===== src/rtl/sr_write_queue_pkg.sv =====
// Shared widths, defaults and entry payload for the SR write queue.
//   HBIT_TGT_GP / HBIT_DATA : high bit of the SR index / SR data word
//   SIZE_DATA               : SR data word size in bits
//   SR_WQ_DEPTH             : default queue depth (power of two, >= 2)
package sr_write_queue_pkg;

    localparam int unsigned HBIT_TGT_GP = 3;
    localparam int unsigned HBIT_DATA   = 23;
    localparam int unsigned SIZE_DATA   = HBIT_DATA + 1;
    localparam int unsigned SR_WQ_DEPTH = 4;

    localparam int unsigned SR_ADDR_W   = HBIT_TGT_GP + 1;
    localparam int unsigned SR_DATA_W   = SIZE_DATA;

    // One pending SR write
    typedef struct packed {
        logic [SR_ADDR_W-1:0] addr;
        logic [SR_DATA_W-1:0] data;
    } sr_wq_entry_t;

endpackage


===== src/rtl/sr_wq_fifo.sv =====
// Entry storage, pointers and occupancy count for the SR write queue.
//   iw_clk, iw_rst          : clock, synchronous active-high reset
//   iw_push / iw_push_entry : enqueue one entry at the tail (ignored when full)
//   iw_pop                  : retire the head entry (ignored when empty)
//   ow_mem, ow_head         : raw storage and head pointer, for forwarding
//   ow_count, ow_full       : occupancy 0..DEPTH, full flag
module sr_wq_fifo
    import sr_write_queue_pkg::*;
#(
    parameter int unsigned DEPTH = SR_WQ_DEPTH
) (
    input  logic                                iw_clk,
    input  logic                                iw_rst,
    input  logic                                iw_push,
    input  sr_wq_entry_t                        iw_push_entry,
    input  logic                                iw_pop,
    output sr_wq_entry_t [DEPTH-1:0]            ow_mem,
    output logic [$clog2(DEPTH)-1:0]            ow_head,
    output logic [$clog2(DEPTH):0]              ow_count,
    output logic                                ow_full
);

    localparam int unsigned PTR_W = $clog2(DEPTH);
    localparam int unsigned CNT_W = PTR_W + 1;

    logic [PTR_W-1:0]         head_q, head_d;
    logic [PTR_W-1:0]         tail_q, tail_d;
    logic [CNT_W-1:0]         count_q, count_d;
    sr_wq_entry_t [DEPTH-1:0] mem_q, mem_d;
    logic                     do_push;
    logic                     do_pop;

    // Pointer/count update; pointers wrap naturally since DEPTH is a power of two
    always_comb begin
        head_d  = head_q;
        tail_d  = tail_q;
        count_d = count_q;
        mem_d   = mem_q;
        do_push = iw_push && (count_q != CNT_W'(DEPTH));
        do_pop  = iw_pop && (count_q != '0);
        if (do_push) begin
            mem_d[tail_q] = iw_push_entry;
            tail_d        = tail_q + PTR_W'(1);
        end
        if (do_pop) begin
            head_d = head_q + PTR_W'(1);
        end
        count_d = count_q + CNT_W'(do_push) - CNT_W'(do_pop);
    end

    always_ff @(posedge iw_clk) begin
        if (iw_rst) begin
            head_q  <= '0;
            tail_q  <= '0;
            count_q <= '0;
        end else begin
            head_q  <= head_d;
            tail_q  <= tail_d;
            count_q <= count_d;
        end
    end

    // Entry storage carries no reset; occupancy alone marks entries valid
    always_ff @(posedge iw_clk) begin
        mem_q <= mem_d;
    end

    assign ow_mem   = mem_q;
    assign ow_head  = head_q;
    assign ow_count = count_q;
    assign ow_full  = (count_q == CNT_W'(DEPTH));

endmodule


===== src/rtl/sr_write_queue.sv =====
// SR write queue: merges system/trap and execute-stage SR writes into one
// in-order queue that drains to the SR register-file write port at one
// write per cycle, and forwards pending data to readers.
//   iw_clk, iw_rst                       : clock, synchronous active-high reset
//   iw_sys_* / ow_sys_ready              : system write request (priority)
//   iw_ex_*  / ow_ex_ready               : execute-stage write request
//   ow_write_enable/_addr/_data          : register-file write port
//   iw_fwd_addr / ow_fwd_hit/_data       : pending-write probe (youngest match)
//   ow_busy                              : queue holds at least one entry
module sr_write_queue
    import sr_write_queue_pkg::*;
#(
    parameter int unsigned DEPTH = SR_WQ_DEPTH
) (
    input  logic                 iw_clk,
    input  logic                 iw_rst,
    input  logic                 iw_sys_valid,
    input  logic [HBIT_TGT_GP:0] iw_sys_addr,
    input  logic [HBIT_DATA:0]   iw_sys_data,
    output logic                 ow_sys_ready,
    input  logic                 iw_ex_valid,
    input  logic [HBIT_TGT_GP:0] iw_ex_addr,
    input  logic [HBIT_DATA:0]   iw_ex_data,
    output logic                 ow_ex_ready,
    output logic                 ow_write_enable,
    output logic [HBIT_TGT_GP:0] ow_write_addr,
    output logic [HBIT_DATA:0]   ow_write_data,
    input  logic [HBIT_TGT_GP:0] iw_fwd_addr,
    output logic                 ow_fwd_hit,
    output logic [HBIT_DATA:0]   ow_fwd_data,
    output logic                 ow_busy
);

    localparam int unsigned PTR_W = $clog2(DEPTH);
    localparam int unsigned CNT_W = PTR_W + 1;

    sr_wq_entry_t [DEPTH-1:0] mem;
    logic [PTR_W-1:0]         head;
    logic [CNT_W-1:0]         count;
    logic                     full;
    logic                     live;
    logic                     sys_fire;
    logic                     ex_fire;
    logic                     push;
    sr_wq_entry_t             push_entry;
    sr_wq_entry_t             head_entry;

    // Arbitration: system always wins; execute stalls with its inputs held
    assign ow_sys_ready = !iw_rst && !full;
    assign ow_ex_ready  = !iw_rst && !full && !iw_sys_valid;
    assign sys_fire     = iw_sys_valid && ow_sys_ready;
    assign ex_fire      = iw_ex_valid && ow_ex_ready;
    assign push         = sys_fire || ex_fire;
    assign push_entry   = sys_fire ? '{addr: iw_sys_addr, data: iw_sys_data}
                                   : '{addr: iw_ex_addr,  data: iw_ex_data};

    sr_wq_fifo #(
        .DEPTH         (DEPTH)
    ) u_fifo (
        .iw_clk        (iw_clk),
        .iw_rst        (iw_rst),
        .iw_push       (push),
        .iw_push_entry (push_entry),
        .iw_pop        (live),
        .ow_mem        (mem),
        .ow_head       (head),
        .ow_count      (count),
        .ow_full       (full)
    );

    // Masked by reset so a flushed entry never reaches the register file
    assign live            = (count != '0) && !iw_rst;
    assign head_entry      = mem[head];
    assign ow_write_enable = live;
    assign ow_write_addr   = live ? head_entry.addr : '0;
    assign ow_write_data   = live ? head_entry.data : '0;
    assign ow_busy         = live;

    // Walk oldest to youngest so the last match (the youngest) wins
    always_comb begin
        logic [PTR_W-1:0] idx;
        idx         = '0;
        ow_fwd_hit  = 1'b0;
        ow_fwd_data = '0;
        for (int unsigned i = 0; i < DEPTH; i++) begin
            idx = head + PTR_W'(i);
            if (live && (CNT_W'(i) < count) && (mem[idx].addr == iw_fwd_addr)) begin
                ow_fwd_hit  = 1'b1;
                ow_fwd_data = mem[idx].data;
            end
        end
    end

endmodule


===== config.mk =====
export PLATFORM = sky130hd
export DESIGN_NAME = sr_write_queue
export DESIGN_NICKNAME = d
export VERILOG_FILES = /design/src/rtl/sr_write_queue_pkg.sv /design/src/rtl/sr_wq_fifo.sv /design/src/rtl/sr_write_queue.sv
export SDC_FILE = /design/constraint.sdc
export NUM_CORES = 1
export LEC_CHECK = 0
export ABC_AREA = 1
export BUFFER_PORTS_ARGS = -buffer_cell sky130_fd_sc_hd__buf_2
export CAP_MARGIN = 40
export CORE_MARGIN = 2
export CORE_UTILIZATION = 47
export DETAILED_ROUTE_END_ITERATION = 16
export PLACE_DENSITY_LB_ADDON = 0.2
export SLEW_MARGIN = 10
export SYNTH_ARGS = -nofsm -noshare
export SYNTH_HDL_FRONTEND = slang
export SYNTH_HIERARCHICAL = 1
export SYNTH_SLANG_ARGS = --single-unit

===== constraint.sdc =====
create_clock -name iw_clk -period 3.7 [get_ports iw_clk]
set_clock_uncertainty 0.1 [all_clocks]
set_input_delay 0.185 -clock iw_clk [delete_from_list [all_inputs] [get_ports iw_clk]]
set_output_delay 0.185 -clock iw_clk [all_outputs]
set_load 0.01 [all_outputs]

---- After elaboration in Yosys (flattened, before gate mapping) ----
Index checks and enable logic that the tools add are counted.
word-level totals
  register bits ........................... 119
  bits in latches ......................... 0
  memory bits (writable) .................. 0
  memory bits (read-only) ................. 0
  output and inout bits ................... 57
  memories kept ........................... 0
operators by class
  $add $sub $neg .......................... 6
  $mul .................................... 0
  div/mod/pow operators ................... 0
  $lt $le $gt $ge ......................... 10
  equal/unequal tests ..................... 6
  shifts and indexed selects .............. 0
  muxes and demuxes ....................... 22
  bitwise gates (word level) .............. 0
  reductions and logical operators ........ 21
operators by type and width
  kind                                                               count
  binary-select mux 28 bit (select 2 bit)                            4
  2-to-1 mux 28 bit                                                  6
  2-to-1 mux 24 bit                                                  5
  bitwise mux 112 bit                                                1
  demux 28 bit (select 2 bit)                                        1
  equality test 4 bit                                                4
  logical AND 1 bit                                                  16
  less-than comparator 2 x 3 -> 1 bit, second input constant         5
  less-than comparator 1 x 3 -> 1 bit, first input constant          2
  less-than comparator 2 x 3 -> 1 bit, first input constant          2
  adder 2 x 1 -> 2 bit, second input constant                        2
  adder 2 bit, second input constant                                 2
  2-to-1 mux 1 bit                                                   4
  2-to-1 mux 4 bit                                                   1
  adder 3 x 1 -> 3 bit                                               1
  equality test 3 bit, second input constant                         1
  logical NOT 1 bit                                                  3
  != test 3 bit, second input constant                               1
  nonzero test 3 bit                                                 1
  subtractor 3 x 1 -> 3 bit                                          1
  greater-or-equal comparator 2 x 1 -> 1 bit, second input constant  1
  logical OR 1 bit                                                   1

---- Logic depth before layout (Yosys ltp) ----
Gate-level depths: netlist of the first run.
  word-level depth ........................ 9
  gate-level depth with buffers ........... 15

---- Hierarchy ----
Netlist of the first run, hierarchy kept.
modules (own cells, without submodules)
  module          instances  cells each  area each (um2)
  sr_write_queue  1          942         4494.3
  sr_wq_fifo      1          176         3821.2

---- Least setup slack after synthesis of the first run ----
OpenSTA, ideal clock, no wires.
  path type ............................... register -> register
  from .................................... register u_fifo.count_q[0], in the netlist u_fifo/ow_count[0]
  to ...................................... register u_fifo.mem_q, in the netlist u_fifo/ow_mem[0], enable pin
  arrival ................................. 2.447 ns
  required time ........................... 3.187 ns
  slack ................................... 0.740 ns
  cell stages (with the launch flop) ...... 9
  clock period less this slack ............ 2.960 ns
  path through ............................ dfxtp_1 nor2_4 nand2_4 inv_1 nor2_1 inv_1 nor2_1 nand2_2 nor2_1
on the way
  longest elaborated chain between the ends .. 7
RTL lines
  what                     RTL line              RTL
  from (decl)              sr_wq_fifo.sv:28      logic [CNT_W-1:0] count_q, count_d;
  from (signal assigned)   sr_wq_fifo.sv:59      count_q <= count_d;
  equality test 3 bit (*)  sr_wq_fifo.sv:71      assign ow_full = (count_q == CNT_W'(DEPTH));
  via full                 sr_write_queue.sv:40  logic full;
  logical NOT 1 bit (*)    sr_write_queue.sv:49  assign ow_sys_ready = !iw_rst && !full;
  logical AND 1 bit (*)    sr_write_queue.sv:49
  via ow_sys_ready         sr_write_queue.sv:20  output logic ow_sys_ready,
  logical AND 1 bit        sr_write_queue.sv:50  assign ow_ex_ready = !iw_rst && !full && !iw_sys_valid;
  logical AND 1 bit        sr_write_queue.sv:52  assign ex_fire = iw_ex_valid && ow_ex_ready;
  logical OR 1 bit (*)     sr_write_queue.sv:53  assign push = sys_fire || ex_fire;
  via push                 sr_write_queue.sv:44  logic push;
  logical AND 1 bit (*)    sr_wq_fifo.sv:39      do_push = iw_push && (count_q != CNT_W'(DEPTH));
  to (signal assigned)     sr_wq_fifo.sv:65      mem_q <= mem_d;
  to (decl)                sr_wq_fifo.sv:29      sr_wq_entry_t [DEPTH-1:0] mem_q, mem_d;
Mark *: on every way through the listed nets, which the timed path passes. The rest lies on a longest branch.
A chain may end at the register's enable or synchronous reset.

---- Worst setup path in the final report of the first run ----
  from .................................... register u_fifo.head_q[0], in the netlist u_fifo/ow_head[0]
  to ...................................... output port ow_fwd_data[21]
on the way
  longest elaborated chain between the ends .. 8
RTL lines
  what                                                                                    RTL line                                                          RTL
  from (decl)                                                                             sr_wq_fifo.sv:26                                                  logic [PTR_W-1:0] head_q, head_d;
  from (signal assigned)                                                                  sr_wq_fifo.sv:53                                                  head_q <= '0;
  from (signal assigned)                                                                  sr_wq_fifo.sv:57                                                  head_q <= head_d;
  adder 2 x 1 -> 2 bit / binary-select mux 28 bit (select 2 bit) (equally long branches)  sr_write_queue.sv:86, sr_write_queue.sv:87, sr_write_queue.sv:89
  binary-select mux 28 bit (select 2 bit) / 2-to-1 mux 28 bit (equally long branches)     sr_write_queue.sv:87, sr_write_queue.sv:89
  2-to-1 mux 28 bit (not written as such) / equality test 4 bit (equally long branches)   sr_write_queue.sv:89, sr_write_queue.sv:87
  equality test 4 bit / logical AND 1 bit (equally long branches)                         sr_write_queue.sv:87                                              if (live && (CNT_W'(i) < count) && (mem[idx].addr == iw_fwd_addr)) begin
  logical AND 1 bit / 2-to-1 mux 24 bit (equally long branches)                           sr_write_queue.sv:87
  2-to-1 mux 24 bit (2 in a row)                                                          sr_write_queue.sv:87
  2-to-1 mux 24 bit (*)                                                                   sr_write_queue.sv:87
  to (decl)                                                                               sr_write_queue.sv:30                                              output logic [HBIT_DATA:0] ow_fwd_data,
Every way passes the cells marked *; elsewhere a longest branch is shown, timed or not. The select of a mux whose other input is x is not followed.

==> key figures, run 1 <==
Outcome
  • Status: completed

Layout
  • Fraction of layout cells with a size suffix above 1: 0.189
  • Fillers: 1632
  • Final nets: 1285
  • Synthesis-to-layout area growth: 15.5%
  • Post-route insts no fill: 1450
  • Final Instance Area: 9610 µm²
  • ANT cells: 0

GRT
  • Largest net degree at the start of global routing: 66
  • Initial antenna violation count: 0
  • GRT Total Usage: 0.237
  • GRT overflow: 0
  • First-pass GRT wire length: 34100 µm
  • Vias in the first global route: 6735

STA
  • Slew of the pin with the lowest slew margin: 0.734 ns
  • Unrepaired setup endpoints after global routing: no
  • Final-report max-slew violation count: 0
  • Post-route minimum period: 3.50 ns
  • PnR worst setup slack: 0.198 ns
  • Final hold vios: 0
  • Setup TNS: 0 ns
  • Final setup viols: 0
  • F_max: 286 MHz
  • Final period util: 0.946
  • Slew HR: 0.509

Clock network
  • TritonCTS Buffers: 17
  • H-Tree Depth: 4
  • Clk slew on worst S/H paths: 0.06 ns
  • Clock tree buffer depth: 2
  • Root buffer cell: clkbuf_16
  • CTS tree: done
  • Worst-Skew Late Latency: 0.43 ns
  • Clock sinks: 119

Power and ir drop
  • Pleak: 4.38 nW
  • Peak supply drop: 0.364 mV
  • PwrDens: 599 nW/µm²
  • Tot Pwr: 5.76 mW

Critical path
  • Worst-path fanout max: 41
  • Reg2Reg Depth: 13
  • CP dominant cell by count: nand2_1
  • CP Data Arrival Time: 3.22 ns
  • Critical path class: reg2out
  • Setup crit end kind: output port
  • End point of the critical path: ow_fwd_data[21]
  • Worst setup path start: u_fifo/ow_head[0]
  • Startpoint types: register
  • CP max stage cell: dfxtp_4
  • CP Data Required Time: 3.41 ns
  • Crit-path max cell delay: 0.47 ns
  • Worst R2R End: u_fifo/ow_count[2]
  • CP Cell Sequence: buf_4, nand2_1, nand3_1, nand2_1, nand2_1, nand2_1, nor2_1, nand3_2, buf_4, nor2_1, nor2_1, a21oi_1, buf_2
  • Start of the worst register-to-register path: u_fifo/ow_count[1]
  • FF-to-FF setup slack: 0.99 ns

Worst hold path
  • HP Class: in2reg

Synth
  • Synth Net Count: 1189
  • Combinational family with the most area after synthesis: simple AND/OR/NAND/NOR gates
  • Mux cell area share after synthesis: 0.0656
  • Mapped Area: 8320 µm²
  • Post-Syn Area per Cell: 7.44 µm²
  • Synth unique cells: 29
  • Synth area leaders: edfxtp_1, nand2_1, o21ai_0
  • Share of the synthesized area in the top cell type: 0.404
  • Synth Area in Compound Gates: 0.109
  • Post-Synth Adder-Cell Area: 0.0114
  • Synth warnings: 6
  • Post-Synth Simple-Gate Area: 0.303
  • Post-synthesis instance total: 1118
  • Sequential area share after synthesis: 0.421
  • Xor/xnor share of the synthesized area: 0.00211
  • Number of synthesized register bits: 119
  • Area leader, netlist: edfxtp_1

Drt
  • DRC viols: 0
  • Via/cell ratio: 5.33
  • Iter 0 DRT Violations: 751
  • DRT Pass-1 Iters: 6
  • DR vias: 7723
  • Routed Antenna Nets: 0
  • DR WL/cell: 15.2 µm
  • Total detailed-routing wirelength: 22100 µm

Placed design
  • RD Place Congestion: 0.838
  • Area post-placement: 8990 µm²
  • Pre-CTS setup slack: 0.298 ns
  • Post-DP HPWL: 14500 µm
  • Port-buffer cells: 120
  • Placed cells: 1413

Die
  • Die area: 18800 µm²
  • Initial Utilization: 0.481
  • Die Span Y: 137 µm
  • Core footprint: 17300 µm²
  • Top-level I/O count: 121
  • Num rows: 48
  • Die width: 137 µm

Flow run
  • Max-cap violations: 0
==> synth_stat cells <==
cell type	n
nor2_1	121
nand3_2	2
ha_1	6
buf_6	9
a21boi_0	1
buf_1	3
a21oi_1	30
o21ai_1	12
inv_1	82
or2_2	1
nand3_1	82
fa_1	1
mux2i_1	23
nand2_1	358
mux2_2	28
edfxtp_1	112
xor2_1	2
a31oi_1	1
nor2_8	1
nand2_2	4
dfxtp_1	7
buf_4	12
clkbuf_1	28
inv_2	5
nand2_4	3
o21ai_0	136
nand4_1	24
nor2_4	5
buf_2	19
==> stage by stage <==
step / utilization / hold WS [ns]
final: 0.555 / 0.00318
after CTS: 0.552 / 0.000413
after global placement: 0.520 / 0.339
after global routing: 0.555 / 0.00971
after floorplan: - / 0.156
after detailed placement: 0.520 / 0.342
==> critical path, delay by kind of cell (launching register included) <==
family,cells,cell delay [ns]
AND/OR/NAND/NOR,9,1.10
buffers and inverters,3,0.97
flip-flops,1,0.47
AO/OA/AOI/OAI,1,0.25
==> area by class of cell <==
class                      count  area, µm²  share of cell area
clock buffer                  18        429              0.0447
clock inverter                12        108              0.0112
inverter                      87        327              0.0340
multi-input combinational    843       4140               0.431
sequential                   119       3510               0.365
tap                          225        282              0.0293
timing repair buffer         146        811              0.0844
==> layout by cell type (no fill, tap or decap), drive strengths merged, types with 2 or more instances in the layout <==
| cell | count |
|---|---|
| nand2 | 365 |
| o21ai | 148 |
| buf | 145 |
| nor2 | 129 |
| edfxtp | 112 |
| inv | 88 |
| nand3 | 84 |
| a21oi | 30 |
| mux2 | 28 |
| nand4 | 24 |
| mux2i | 23 |
| clkbuf | 18 |
| dfxtp | 7 |
| ha | 6 |
| clkinvlp | 5 |
| clkinv | 5 |
| xor2 | 2 |
==> where the power goes <==
part | internal (mW) | switching, mW | total (mW)
sequential | 1.67 | 0.0890 | 1.76
clock | 0.910 | 0.600 | 1.51
combinational | 0.780 | 1.70 | 2.48
==> kinds of logic (layout without fill, tap and decap cells) <==
logic type	Yosys count	count (layout)
XOR/XNOR	2	2
buffers and inverters	158	263
AO/OA/AOI/OAI	180	180
adder cells (fa/ha/maj)	7	7
flip-flops	119	119
multiplexers	51	51
AND/OR/NAND/NOR	601	603
==> flip-flops by register name, summed over array words and instances, names as in the netlist <==
| register | count |
|---|---|
| u_fifo/ow_head | 2 |
| u_fifo/tail_q | 2 |
| u_fifo/ow_count | 3 |
| u_fifo/ow_mem | 112 |
==> routing by layer <==
| layer | GRT usage | up-vias | part of all wire |
|---|---|---|---|
| met5 | 0 | - | 0 |
| met4 | 0.0590 | 0 | 0.014 |
| met3 | 0.0481 | 31 | 0.066 |
| met2 | 0.385 | 266 | 0.47 |
| met1 | 0.326 | 3523 | 0.45 |
| li1 | - | 3903 | - |
==> worst min path at each step <==
stage	startpoint	endpoint	slack, ns	depth (start not counted)
detailed placement	iw_rst	u_fifo/ow_count[0]	0.34	2
finish	iw_sys_data[11]	u_fifo/ow_mem[11]	0.003	2
CTS	iw_sys_data[11]	u_fifo/ow_mem[11]	0.0004	2
global route	iw_sys_data[13]	u_fifo/ow_mem[69]	0.01	2
floorplan	iw_rst	u_fifo/ow_count[0]	0.16	1
global placement	iw_rst	u_fifo/ow_count[0]	0.34	2
==> repair_timing <==
action	in CTS	in global routing
setup endpoints to repair	24	24
setup buffers	0	4
hold endpoints to repair	2	0
hold buffers	1	0
pin swaps	0	3
gates cloned	0	2
gates resized for setup	1	2
Note: power is estimated with default switching activity, not from simulation.
==> inputs of run 2 (changes only) <==
--- a/config.mk
+++ b/config.mk
@@ -8,7 +8,6 @@
 export ABC_AREA = 1
 export BUFFER_PORTS_ARGS = -buffer_cell sky130_fd_sc_hd__buf_2
 export CAP_MARGIN = 40
-export CORE_MARGIN = 2
 export CORE_UTILIZATION = 47
 export DETAILED_ROUTE_END_ITERATION = 16
 export PLACE_DENSITY_LB_ADDON = 0.2
==> run 2 against run 1 <==
  * Fmax increased by 4.5%
  * Combinational power about the same
  * Largest power group unchanged
  * Hold slack gained 0.018 ns
  * Wire length rose by 1.8%
  * Largest cell class unchanged
  * Clock power grew 3%
  * Final cell count grew 0.28%
  * Via count decreased by 0.26%
  * Core utilization grew 0.16 points
  * Sequential power is essentially flat
  * Die area decreased by 2.9%
  * Power rose by 0.63%
  * Critical endpoint is now ow_fwd_data[3]
  * Critical path depth unchanged
==> key figures, run 2 (synthesis gave the netlist of run 1 again) <==
Outcome
  • Status: completed (unchanged)

Drt
  • Iter 0 DRT Violations: 688 (was 751)
  • DR vias: 7703 (was 7723)
  • Via/cell ratio: 5.30 (was 5.33)
  • DRC viols: 0 (unchanged)
  • Total detailed-routing wirelength: 22500 µm (was 22100 µm)
  • DR WL/cell: 15.5 µm (was 15.2 µm)
  • DRT Pass-1 Iters: 6 (unchanged)
  • Routed Antenna Nets: 0 (unchanged)

STA
  • Slew of the pin with the lowest slew margin: 0.620 ns (was 0.734 ns)
  • Final period util: 0.906 (was 0.946)
  • Final hold vios: 0 (unchanged)
  • Slew HR: 0.587 (was 0.509)
  • Setup TNS: 0 ns (unchanged)
  • Unrepaired setup endpoints after global routing: no (unchanged)
  • F_max: 298 MHz (was 286 MHz)
  • Final-report max-slew violation count: 0 (unchanged)
  • Fin Hold WS: 0.0210 ns (was 0.00318 ns)
  • Post-route minimum period: 3.35 ns (was 3.50 ns)
  • Final setup viols: 0 (unchanged)

GRT
  • GRT overflow: 0 (unchanged)
  • Vias in the first global route: 6886 (was 6735)
  • First-pass GRT wire length: 36000 µm (was 34100 µm)
  • Initial antenna violation count: 0 (unchanged)
  • Largest net degree at the start of global routing: 73 (was 66)
  • GRT Total Usage: 0.258 (was 0.237)

Critical path
  • Critical path class: reg2out (unchanged)
  • Worst-path fanout max: 41 (unchanged)
  • CP Data Arrival Time: 3.07 ns (was 3.22 ns)
  • CP Data Required Time: 3.41 ns (about the same)
  • Startpoint types: register (unchanged)
  • Setup crit end kind: output port (unchanged)

Clock network
  • Worst-Skew Late Latency: 0.41 ns (was 0.43 ns)
  • Postcts setup bufs: 0 (unchanged)
  • Root buffer cell: clkbuf_16 (unchanged)
  • Clk slew on worst S/H paths: 0.06 ns (about the same)
  • Clock sinks: 119 (unchanged)
  • Clock tree buffer depth: 2 (unchanged)
  • CTS tree: done (unchanged)
  • TritonCTS Buffers: 17 (unchanged)
  • H-Tree Depth: 4 (unchanged)

Layout
  • Commonest non-fill, non-tap cell in the layout: nand2_1 (unchanged)
  • Final Instance Area: 9630 µm² (was 9610 µm²)
  • Fraction of layout cells with a size suffix above 1: 0.186 (was 0.189)
  • Largest register FFs: 112 (unchanged)
  • Commonest cells after routing, fill and taps aside: nand2_1, o21ai_0, buf_2 (unchanged)
  • Synthesis-to-layout area growth: 15.9% (was 15.5%)
  • Final nets: 1287 (was 1285)
  • Post-route insts no fill: 1454 (was 1450)
  • ANT cells: 0 (unchanged)
  • Fillers: 1593 (was 1632)

Die
  • Die width: 135 µm (was 137 µm)
  • Num rows: 48 (unchanged)
  • Core footprint: 17300 µm² (unchanged)
  • Die area: 18200 µm² (was 18800 µm²)
  • Initial Utilization: 0.481 (unchanged)
  • Die Span Y: 135 µm (was 137 µm)
  • Top-level I/O count: 121 (unchanged)

Power and ir drop
  • PwrDens: 601 nW/µm² (was 599 nW/µm²)
  • Gate power share: 0.428 (was 0.431)
  • Tot Pwr: 5.79 mW (was 5.76 mW)
  • Internal power: 3.43 mW (was 3.36 mW)
  • Clock share of power: 0.268 (was 0.262)
  • Pleak: 4.43 nW (was 4.38 nW)
  • Sequential share of power: 0.304 (was 0.306)
  • Peak supply drop: 0.358 mV (was 0.364 mV)
  • Psw: 2.36 mW (was 2.39 mW)
  • Switching share of power: 0.408 (was 0.416)

Worst hold path
  • HP Class: in2reg (unchanged)

Placed design
  • RD Place Congestion: 0.872 (was 0.838)
  • Placed cells: 1421 (was 1413)
  • Port-buffer cells: 120 (unchanged)
  • Post-DP HPWL: 15300 µm (was 14500 µm)
  • Area post-placement: 9070 µm² (was 8990 µm²)

Flow run
  • Max-cap violations: 0 (unchanged)
[run 2: changes by cell type in the layout (fill, tap and decap cells not counted), sizes merged]
| cell | change |
|---|---|
| buf | +4 |
| bufinv | +1 |
| nor2 | -2 |
| clkbuf | +2 |
| clkinvlp | -4 |
| inv | -1 |
| clkinv | +4 |
[run 2: worst paths after layout]
path	from	end	slack, ns	cells after the start
setup / recovery	u_fifo/ow_head[1]	ow_fwd_data[3]	0.35	13
hold / removal	iw_sys_data[20]	u_fifo/ow_mem[76]	0.02	2
setup reg to reg	u_fifo/ow_count[1]	u_fifo/ow_count[2]	1.09	13
hold reg to reg	u_fifo/tail_q[1]	u_fifo/tail_q[1]	0.48	2
[run 2: power groups by stage]
stage               clock, mW  combinational, mW  sequential (mW)
finish                   1.55               2.48             1.76
global route             1.63               2.79             1.78
CTS                      1.57               2.47             1.76
detailed placement          0               2.46             1.79
global placement            0               2.43             1.78
floorplan                   0               1.81             1.76
[run 2: metal layers]
layer,vias to the layer above,GRT usage,share of wire
met4,0,0.0943,0.016
met1,3471,0.334,0.43
li1,3901,-,-
met2,305,0.429,0.48
met3,26,0.0480,0.078
met5,-,0,0
[run 2: layout make-up]
| type | instances | area [µm²] | area share |
|---|---|---|---|
| inverter | 87 | 329 | 0.0342 |
| timing repair buffer | 150 | 872 | 0.0905 |
| sequential | 119 | 3510 | 0.364 |
| clock buffer | 20 | 437 | 0.0453 |
| clock inverter | 12 | 110 | 0.0114 |
| multi-input combinational | 841 | 4100 | 0.425 |
| tap | 225 | 282 | 0.0292 |
[run 2: what timing repair did]
action | in CTS | in global routing
endpoints found under the setup margin | 0 | 14
hold buffers | 1 | 0
endpoints found under the hold margin | 2 | 0
gates resized for setup | 0 | 3
[run 2: per-stage QoR]
step	utilization	worst slack [ns]
global route	0.557	0.125
floorplan	-	0.740
CTS	0.557	0.227
finish	0.557	0.349
global placement	0.523	0.727
detailed placement	0.524	0.695
[run 2: critical path, cell delays in order, from the launching register on]
cell,delay (ns)
dfxtp_1,0.40
inv_2,0.17
buf_4,0.27
buf_4,0.39
nand3_1,0.18
nand3_1,0.12
nand2_1,0.06
nor2_1,0.11
nand3_2,0.10
buf_4,0.26
nor2_1,0.13
nor2_1,0.05
a21oi_1,0.21
buf_2,0.17
